**src/rtl/fm_packet_tx_pkg.sv**
```systemverilog
// Shared constants and types for the FM-to-Extender memory-packet interface.
// Imported by the packet buffer, the transmit top and the Extender receive side.
package fm_packet_tx_pkg;

    localparam int FM_EXTENDER_BYTES_READ_COUNT = 16;
    localparam int GENOME_BTYE                  = 8;
    localparam int EXTENDER_MEM_LEN             = FM_EXTENDER_BYTES_READ_COUNT * GENOME_BTYE;
    localparam int FM_BUFFER_COUNT              = 2;

    localparam int FM_PKT_W     = EXTENDER_MEM_LEN;
    localparam int FM_PKT_CNT_W = $clog2(FM_EXTENDER_BYTES_READ_COUNT + 1);
    localparam int FM_PKT_IDX_W = 16;

    // One packet as seen by the Extender.
    typedef struct packed {
        logic [FM_PKT_W-1:0]     data;
        logic [FM_PKT_CNT_W-1:0] bytes;
        logic                    last;
        logic [FM_PKT_IDX_W-1:0] index;
    } fm_pkt_t;

endpackage

```
**src/rtl/fm_pkt_buf.sv**
```systemverilog
// Single packet buffer: byte-addressed write, clear of the whole buffer on the
// first byte of a packet, and full/count/last registers.
// Ports:
//   wr_en/wr_pos/wr_byte  write wr_byte into byte slot wr_pos
//   close_en/close_last   packet complete on this write; latch count and last
//   drain_en              packet consumed downstream; release the buffer
//   data/cnt/last/full    registered buffer contents
module fm_pkt_buf
    import fm_packet_tx_pkg::*;
#(
    parameter int BYTES_PER_PKT = FM_EXTENDER_BYTES_READ_COUNT,
    parameter int BYTE_W        = GENOME_BTYE,
    parameter int CNT_W         = $clog2(BYTES_PER_PKT + 1)
) (
    input  logic                            clk,
    input  logic                            rst_n,
    input  logic                            wr_en,
    input  logic [CNT_W-1:0]                wr_pos,
    input  logic [BYTE_W-1:0]               wr_byte,
    input  logic                            close_en,
    input  logic                            close_last,
    input  logic                            drain_en,
    output logic [BYTES_PER_PKT*BYTE_W-1:0] data,
    output logic [CNT_W-1:0]                cnt,
    output logic                            last,
    output logic                            full
);

    localparam int PKT_W = BYTES_PER_PKT * BYTE_W;

    logic [PKT_W-1:0] data_q, data_d;
    logic [CNT_W-1:0] cnt_q,  cnt_d;
    logic             last_q, last_d;
    logic             full_q, full_d;

    always_comb begin
        // NOTE: every comb output gets a default first, otherwise a latch is inferred.
        data_d = data_q;
        cnt_d  = cnt_q;
        last_d = last_q;
        full_d = full_q;

        if (wr_en) begin
            // Wiping on the first byte keeps every slot past the count at zero.
            if (wr_pos == '0) begin
                data_d = '0;
            end
            for (int k = 0; k < BYTES_PER_PKT; k++) begin
                if (wr_pos == CNT_W'(k)) begin
                    data_d[k*BYTE_W +: BYTE_W] = wr_byte;
                end
            end
        end

        if (close_en) begin
            cnt_d  = wr_pos + CNT_W'(1);
            last_d = close_last;
            full_d = 1'b1;
        end else if (drain_en) begin
            full_d = 1'b0;
        end
    end

    // NOTE: the buffer storage is reset too, because its contents are visible
    // on pkt_data and must read as zero straight out of reset.
    always_ff @(posedge clk or negedge rst_n) begin
        if (!rst_n) begin
            data_q <= '0;
            cnt_q  <= '0;
            last_q <= 1'b0;
            full_q <= 1'b0;
        end else begin
            // NOTE: sequential state uses non-blocking assignment only.
            data_q <= data_d;
            cnt_q  <= cnt_d;
            last_q <= last_d;
            full_q <= full_d;
        end
    end

    assign data = data_q;
    assign cnt  = cnt_q;
    assign last = last_q;
    assign full = full_q;

endmodule

```
**src/rtl/fm_packet_tx.sv**
```systemverilog
// Transmit side of the FM-to-Extender memory-packet interface. Packs a genome
// byte stream into fixed-size packets using two ping-pong buffers, so one packet
// fills while the other drains over a valid/ready handshake.
// Ports:
//   in_byte/in_valid/in_last/in_ready   byte stream input (one byte per cycle)
//   pkt_data/pkt_bytes/pkt_last/pkt_index/pkt_valid/pkt_ready   packet output
module fm_packet_tx
    import fm_packet_tx_pkg::*;
#(
    parameter int BYTES_PER_PKT = FM_EXTENDER_BYTES_READ_COUNT,
    parameter int BYTE_W        = GENOME_BTYE,
    parameter int IDX_W         = FM_PKT_IDX_W,
    localparam int PKT_W        = BYTES_PER_PKT * BYTE_W,
    localparam int CNT_W        = $clog2(BYTES_PER_PKT + 1)
) (
    input  logic              clk,
    input  logic              rst_n,
    input  logic [BYTE_W-1:0] in_byte,
    input  logic              in_valid,
    input  logic              in_last,
    output logic              in_ready,
    output logic [PKT_W-1:0]  pkt_data,
    output logic [CNT_W-1:0]  pkt_bytes,
    output logic              pkt_last,
    output logic [IDX_W-1:0]  pkt_index,
    output logic              pkt_valid,
    input  logic              pkt_ready
);

    logic             wr_sel_q, wr_sel_d;
    logic             rd_sel_q, rd_sel_d;
    logic [CNT_W-1:0] wr_cnt_q, wr_cnt_d;
    logic [IDX_W-1:0] idx_q,    idx_d;

    logic [PKT_W-1:0] pb_data [FM_BUFFER_COUNT];
    logic [CNT_W-1:0] pb_cnt  [FM_BUFFER_COUNT];
    logic             pb_last [FM_BUFFER_COUNT];
    logic [FM_BUFFER_COUNT-1:0] full;

    logic accept;
    logic close;
    logic pop;

    // Handshakes; in_ready depends on registers only.
    assign in_ready = !full[wr_sel_q];
    assign accept   = in_valid && in_ready;
    assign close    = accept && ((wr_cnt_q == CNT_W'(BYTES_PER_PKT - 1)) || in_last);
    assign pop      = pkt_valid && pkt_ready;

    for (genvar g = 0; g < FM_BUFFER_COUNT; g++) begin : g_buf
        fm_pkt_buf #(
            .BYTES_PER_PKT (BYTES_PER_PKT),
            .BYTE_W        (BYTE_W),
            .CNT_W         (CNT_W)
        ) u_buf (
            .clk        (clk),
            .rst_n      (rst_n),
            .wr_en      (accept && (wr_sel_q == 1'(g))),
            .wr_pos     (wr_cnt_q),
            .wr_byte    (in_byte),
            .close_en   (close && (wr_sel_q == 1'(g))),
            .close_last (in_last),
            .drain_en   (pop && (rd_sel_q == 1'(g))),
            .data       (pb_data[g]),
            .cnt        (pb_cnt[g]),
            .last       (pb_last[g]),
            .full       (full[g])
        );
    end

    // Pointer and index next-state logic.
    always_comb begin
        wr_sel_d = wr_sel_q;
        rd_sel_d = rd_sel_q;
        wr_cnt_d = wr_cnt_q;
        idx_d    = idx_q;

        if (close) begin
            wr_sel_d = !wr_sel_q;
            wr_cnt_d = '0;
        end else if (accept) begin
            wr_cnt_d = wr_cnt_q + CNT_W'(1);
        end

        if (pop) begin
            rd_sel_d = !rd_sel_q;
            // A genome's final packet restarts numbering for the next genome.
            idx_d    = pb_last[rd_sel_q] ? '0 : idx_q + IDX_W'(1);
        end
    end

    always_ff @(posedge clk or negedge rst_n) begin
        if (!rst_n) begin
            wr_sel_q <= 1'b0;
            rd_sel_q <= 1'b0;
            wr_cnt_q <= '0;
            idx_q    <= '0;
        end else begin
            wr_sel_q <= wr_sel_d;
            rd_sel_q <= rd_sel_d;
            wr_cnt_q <= wr_cnt_d;
            idx_q    <= idx_d;
        end
    end

    // Output side reads straight from the buffer selected by rd_sel.
    assign pkt_valid = full[rd_sel_q];
    assign pkt_data  = pb_data[rd_sel_q];
    assign pkt_bytes = pb_cnt[rd_sel_q];
    assign pkt_last  = pb_last[rd_sel_q];
    assign pkt_index = idx_q;

endmodule
```
**config.mk**
```make
export PLATFORM = sky130hd
export DESIGN_NAME = fm_packet_tx
export DESIGN_NICKNAME = d
export VERILOG_FILES = /design/src/rtl/fm_packet_tx_pkg.sv /design/src/rtl/fm_pkt_buf.sv /design/src/rtl/fm_packet_tx.sv
export SDC_FILE = /design/constraint.sdc
export NUM_CORES = 1
export LEC_CHECK = 0
export BUFFER_PORTS_ARGS = -buffer_cell sky130_fd_sc_hd__buf_2
export CORE_ASPECT_RATIO = 1.1
export CORE_MARGIN = 2
export CORE_UTILIZATION = 40
export CTS_CLUSTER_DIAMETER = 30
export DETAILED_ROUTE_END_ITERATION = 12
export PLACE_DENSITY_LB_ADDON = 0.08
export SYNTH_ARGS = -nofsm -noshare
export SYNTH_HDL_FRONTEND = slang
export SYNTH_SLANG_ARGS = --single-unit
export TNS_END_PERCENT = 50
```
**constraint.sdc**
```tcl
create_clock -name clk -period 4.1 [get_ports clk]
set_input_delay 0 -clock clk [delete_from_list [all_inputs] [get_ports clk]]
set_output_delay 0 -clock clk [all_outputs]
set_load 0.02 [all_outputs]
```
==> impl_metrics.tcl <==
set metrics [dict create \
    pre_cts_slack_ps 1300 \
    yosys-top-cells-count "dfrtp_1, a22o_1, mux2_2" \
    worstPathMaxFanout 17 \
    worst_ep_required_time_ps 4530 \
    coreArea_um2 31400 \
    path_buf_inv 1 \
    finalSetupViolations 0 \
    maxSlewViolCount 0 \
    gp_congestion 0.727 \
    yosysSeqAreaShare_pct 57.5 \
    hold_viol 0 \
    path_clk_slew_ps 40 \
    dieHeight_um 191 \
    met1_length_um 17500 \
    cp_slowest_cell "nand4_1" \
    drc_errors 0 \
    crit_family "simple AND/OR/NAND/NOR gates" \
    seqPwrFrac_pct 30.0 \
    switching_share_pct 30.4 \
    max_slew_margin_pct 24.8 \
    grt_use_total_pct 21.9 \
    firstDrtPassIters 5 \
    wl_per_cell_um 21.4 \
    synth_ff_type "dfrtp_1" \
    cts_sinks 293 \
    n_antenna_cell 0 \
    peakVddDrop_mv 0.364 \
    min_path_type "primary input to asynchronous set/reset pin" \
    yosysTopAreaCell "dfrtp_1" \
    maxCapViolCount 0 \
    drt_iter0_drc 591 \
    grt_setup_unrepaired "no" \
    ys_types 36 \
    cts_buffer_depth 3 \
    ys_ff_latch 293 \
    yosys-top-cells-area "dfrtp_1, a22o_1, mux2_2" \
    synth_top_area_share_pct 57.5 \
    initial_core_util_pct 40.6 \
    rrSetupSlack_ps 1340 \
    setup_tns_ps 0 \
    vias 9361 \
    ant_nets 0 \
    syn_area_um2 12800 \
    switchingPower_mw 3.58 \
    synth_edf_count 0 \
    grt_pass1_vias 9540 \
    cp_cell_sequence "inv_1 -> ha_1 -> nand4_1 -> or2_2 -> mux2_2" \
    max_freq_mhz 362 \
    cts_setup_buffers 0 \
    syn_inst 1047 \
    ioPinCount 165 \
    critPathMaxStageDelay_ps 660 \
    grt_max_degree 106 \
    rows 68 \
    avgViaCountPerCell 5.50 \
    routed-wl-met3_um 1980 \
    cts_buffers 73 \
    powerDensity_nw_per_um2 717 \
    yosysMostFrequentCell "dfrtp_1" \
    dp_cells 1567 \
    grt_antenna_before_repair 0 \
    fillers 2796 \
    power_mw 11.8 \
    dieArea_um2 33300 \
    syn_nets 1066 \
    cp.arrival_ps 3190 \
    place_hpwl_um 21600 \
    ys_async_sr_fraction_pct 100 \
    fin_util_pct 52.2 \
    cts_tree "built" \
    routed.top_layer "met4" \
    fin_skew_ps 16.1 \
    grt_overflow 0 \
    grt_pass1_wl_um 57000 \
    min_period_ps 2760 \
    avgSynthCellArea_um2 12.2 \
    p_int_mw 8.18 \
    yosys_warnings 0 \
    wl_met2_um 16400 \
    cp.depth 5 \
    combPwrFrac_pct 22.1 \
    finalNonFillerCells 1701 \
    clkPwrFrac_pct 47.8 \
    cts_resized 0 \
    drive_gt1_share_pct 34.8 \
    cp-start-kind "flop" \
    wl_um 36400 \
    htree_levels 3 \
    end_kind "flop" \
    area_delta_synth_final_pct 28.6 \
    cts-root-buf "clkbuf_16" \
    tightestPinTransition_ps 1120 \
    crit_type "flop to flop" \
    die_x_um 174 \
    reg2reg_depth 5 \
    finalCritPeriodShare_pct 67.4 \
    clock_latency_ps 550 \
    setup_ws_ps 1340 \
    leakage_nw 8.15 \
    nNetsFinal 1245 \
    status "finished, final reports clean" \
    io_buffer_count 164 \
]
-- metal layers --
metal / global-route usage, % / vias up
met5: 0 / -
met4: 5.88 / 0
met3: 4.81 / 48
met2: 32.8 / 259
met1: 32.2 / 4788
li1: - / 4266
-- logic make-up (layout without fill, tap and decap cells) --
kind of cell | count (synthesis) | count (layout) | share of synthesized area (%)
buffers and inverters | 82 | 316 | 2.51
muxes | 154 | 154 | 13.6
and+or+nand+nor | 203 | 203 | 7.27
xor gates and xnor gates | 4 | 4 | 0.275
AOI/OAI and AO/OA | 305 | 305 | 18.3
DFF | 293 | 293 | 57.5
adders and majority gates | 6 | 6 | 0.588
-- power by group through the flow --
stage	registers (mW)	logic, mW	clock network, mW
2_1_floorplan	3.47	1.87	0
3_3_place_gp	3.56	2.61	0
3_5_place_dp	3.56	2.62	0
4_1_cts	3.53	2.64	5.71
5_1_grt	3.58	2.81	5.88
6_report	3.53	2.60	5.62
-- registers in the layout, indices dropped and copies added, names as in the netlist --
name and flops:
g_buf.u_buf.last 2, pkt_index 16, g_buf.u_buf.cnt 10, wr_sel_q 1, rd_sel_q 1, g_buf.u_buf.full 2
g_buf.u_buf.data 256, wr_cnt_q 5
-- per-stage QoR --
| step | hold WS [ps] | area, µm² |
|---|---|---|
| global placement | 94.5 | 13900 |
| floorplan | -296 | 12800 |
| CTS | 106 | 16400 |
| global route | 150 | 16400 |
| detailed placement | 91.0 | 13900 |
| finish | 73.3 | 16400 |
-- timing repair --
item                                    in CTS  in global routing
endpoints found under the setup margin       0                  0
endpoints found under the hold margin      111                  0
hold buffers                                 4                  0
-- cells in the final DEF (no fill, tap or decap), types with 6 or more instances in the layout --
cell type  instances
o21ai_0           63
nor3_1             6
inv_1             11
buf_2            163
nand3_1           11
and2_1             7
o21ai_1            6
or3_1             11
a21oi_1           14
dfrtp_1          292
clkinv_2          10
nor2_1            30
ha_1               6
clkbuf_8          13
nand2_1          109
clkbuf_1          16
clkbuf_16         77
a22o_1           209
mux2_2           151
-- final cells by class --
class                           instances  area (µm²)  area share, %
Multi-Input combinational cell        672        5110           31.2
Tap cell                              420         526           3.20
Clock buffer                          106        2170           13.2
Clock inverter                         24         274           1.67
Timing Repair Buffer                  175         948           5.78
Inverter                               11        41.3          0.252
Sequential cell                       293        7340           44.7
-- path summary, 6_finish.rpt --
check | start | end
min reg2reg | g_buf[1].u_buf.data[35] | g_buf[1].u_buf.data[35]
max in group asynchronous | rst_n | g_buf[0].u_buf.data[119]
max reg2reg | wr_cnt_q[0] | g_buf[1].u_buf.data[7]
min | rst_n | pkt_index[3]
min in group clk | in_byte[5] | g_buf[0].u_buf.data[69]
max | wr_cnt_q[0] | g_buf[1].u_buf.data[7]
(Power assumes the default switching activity.)
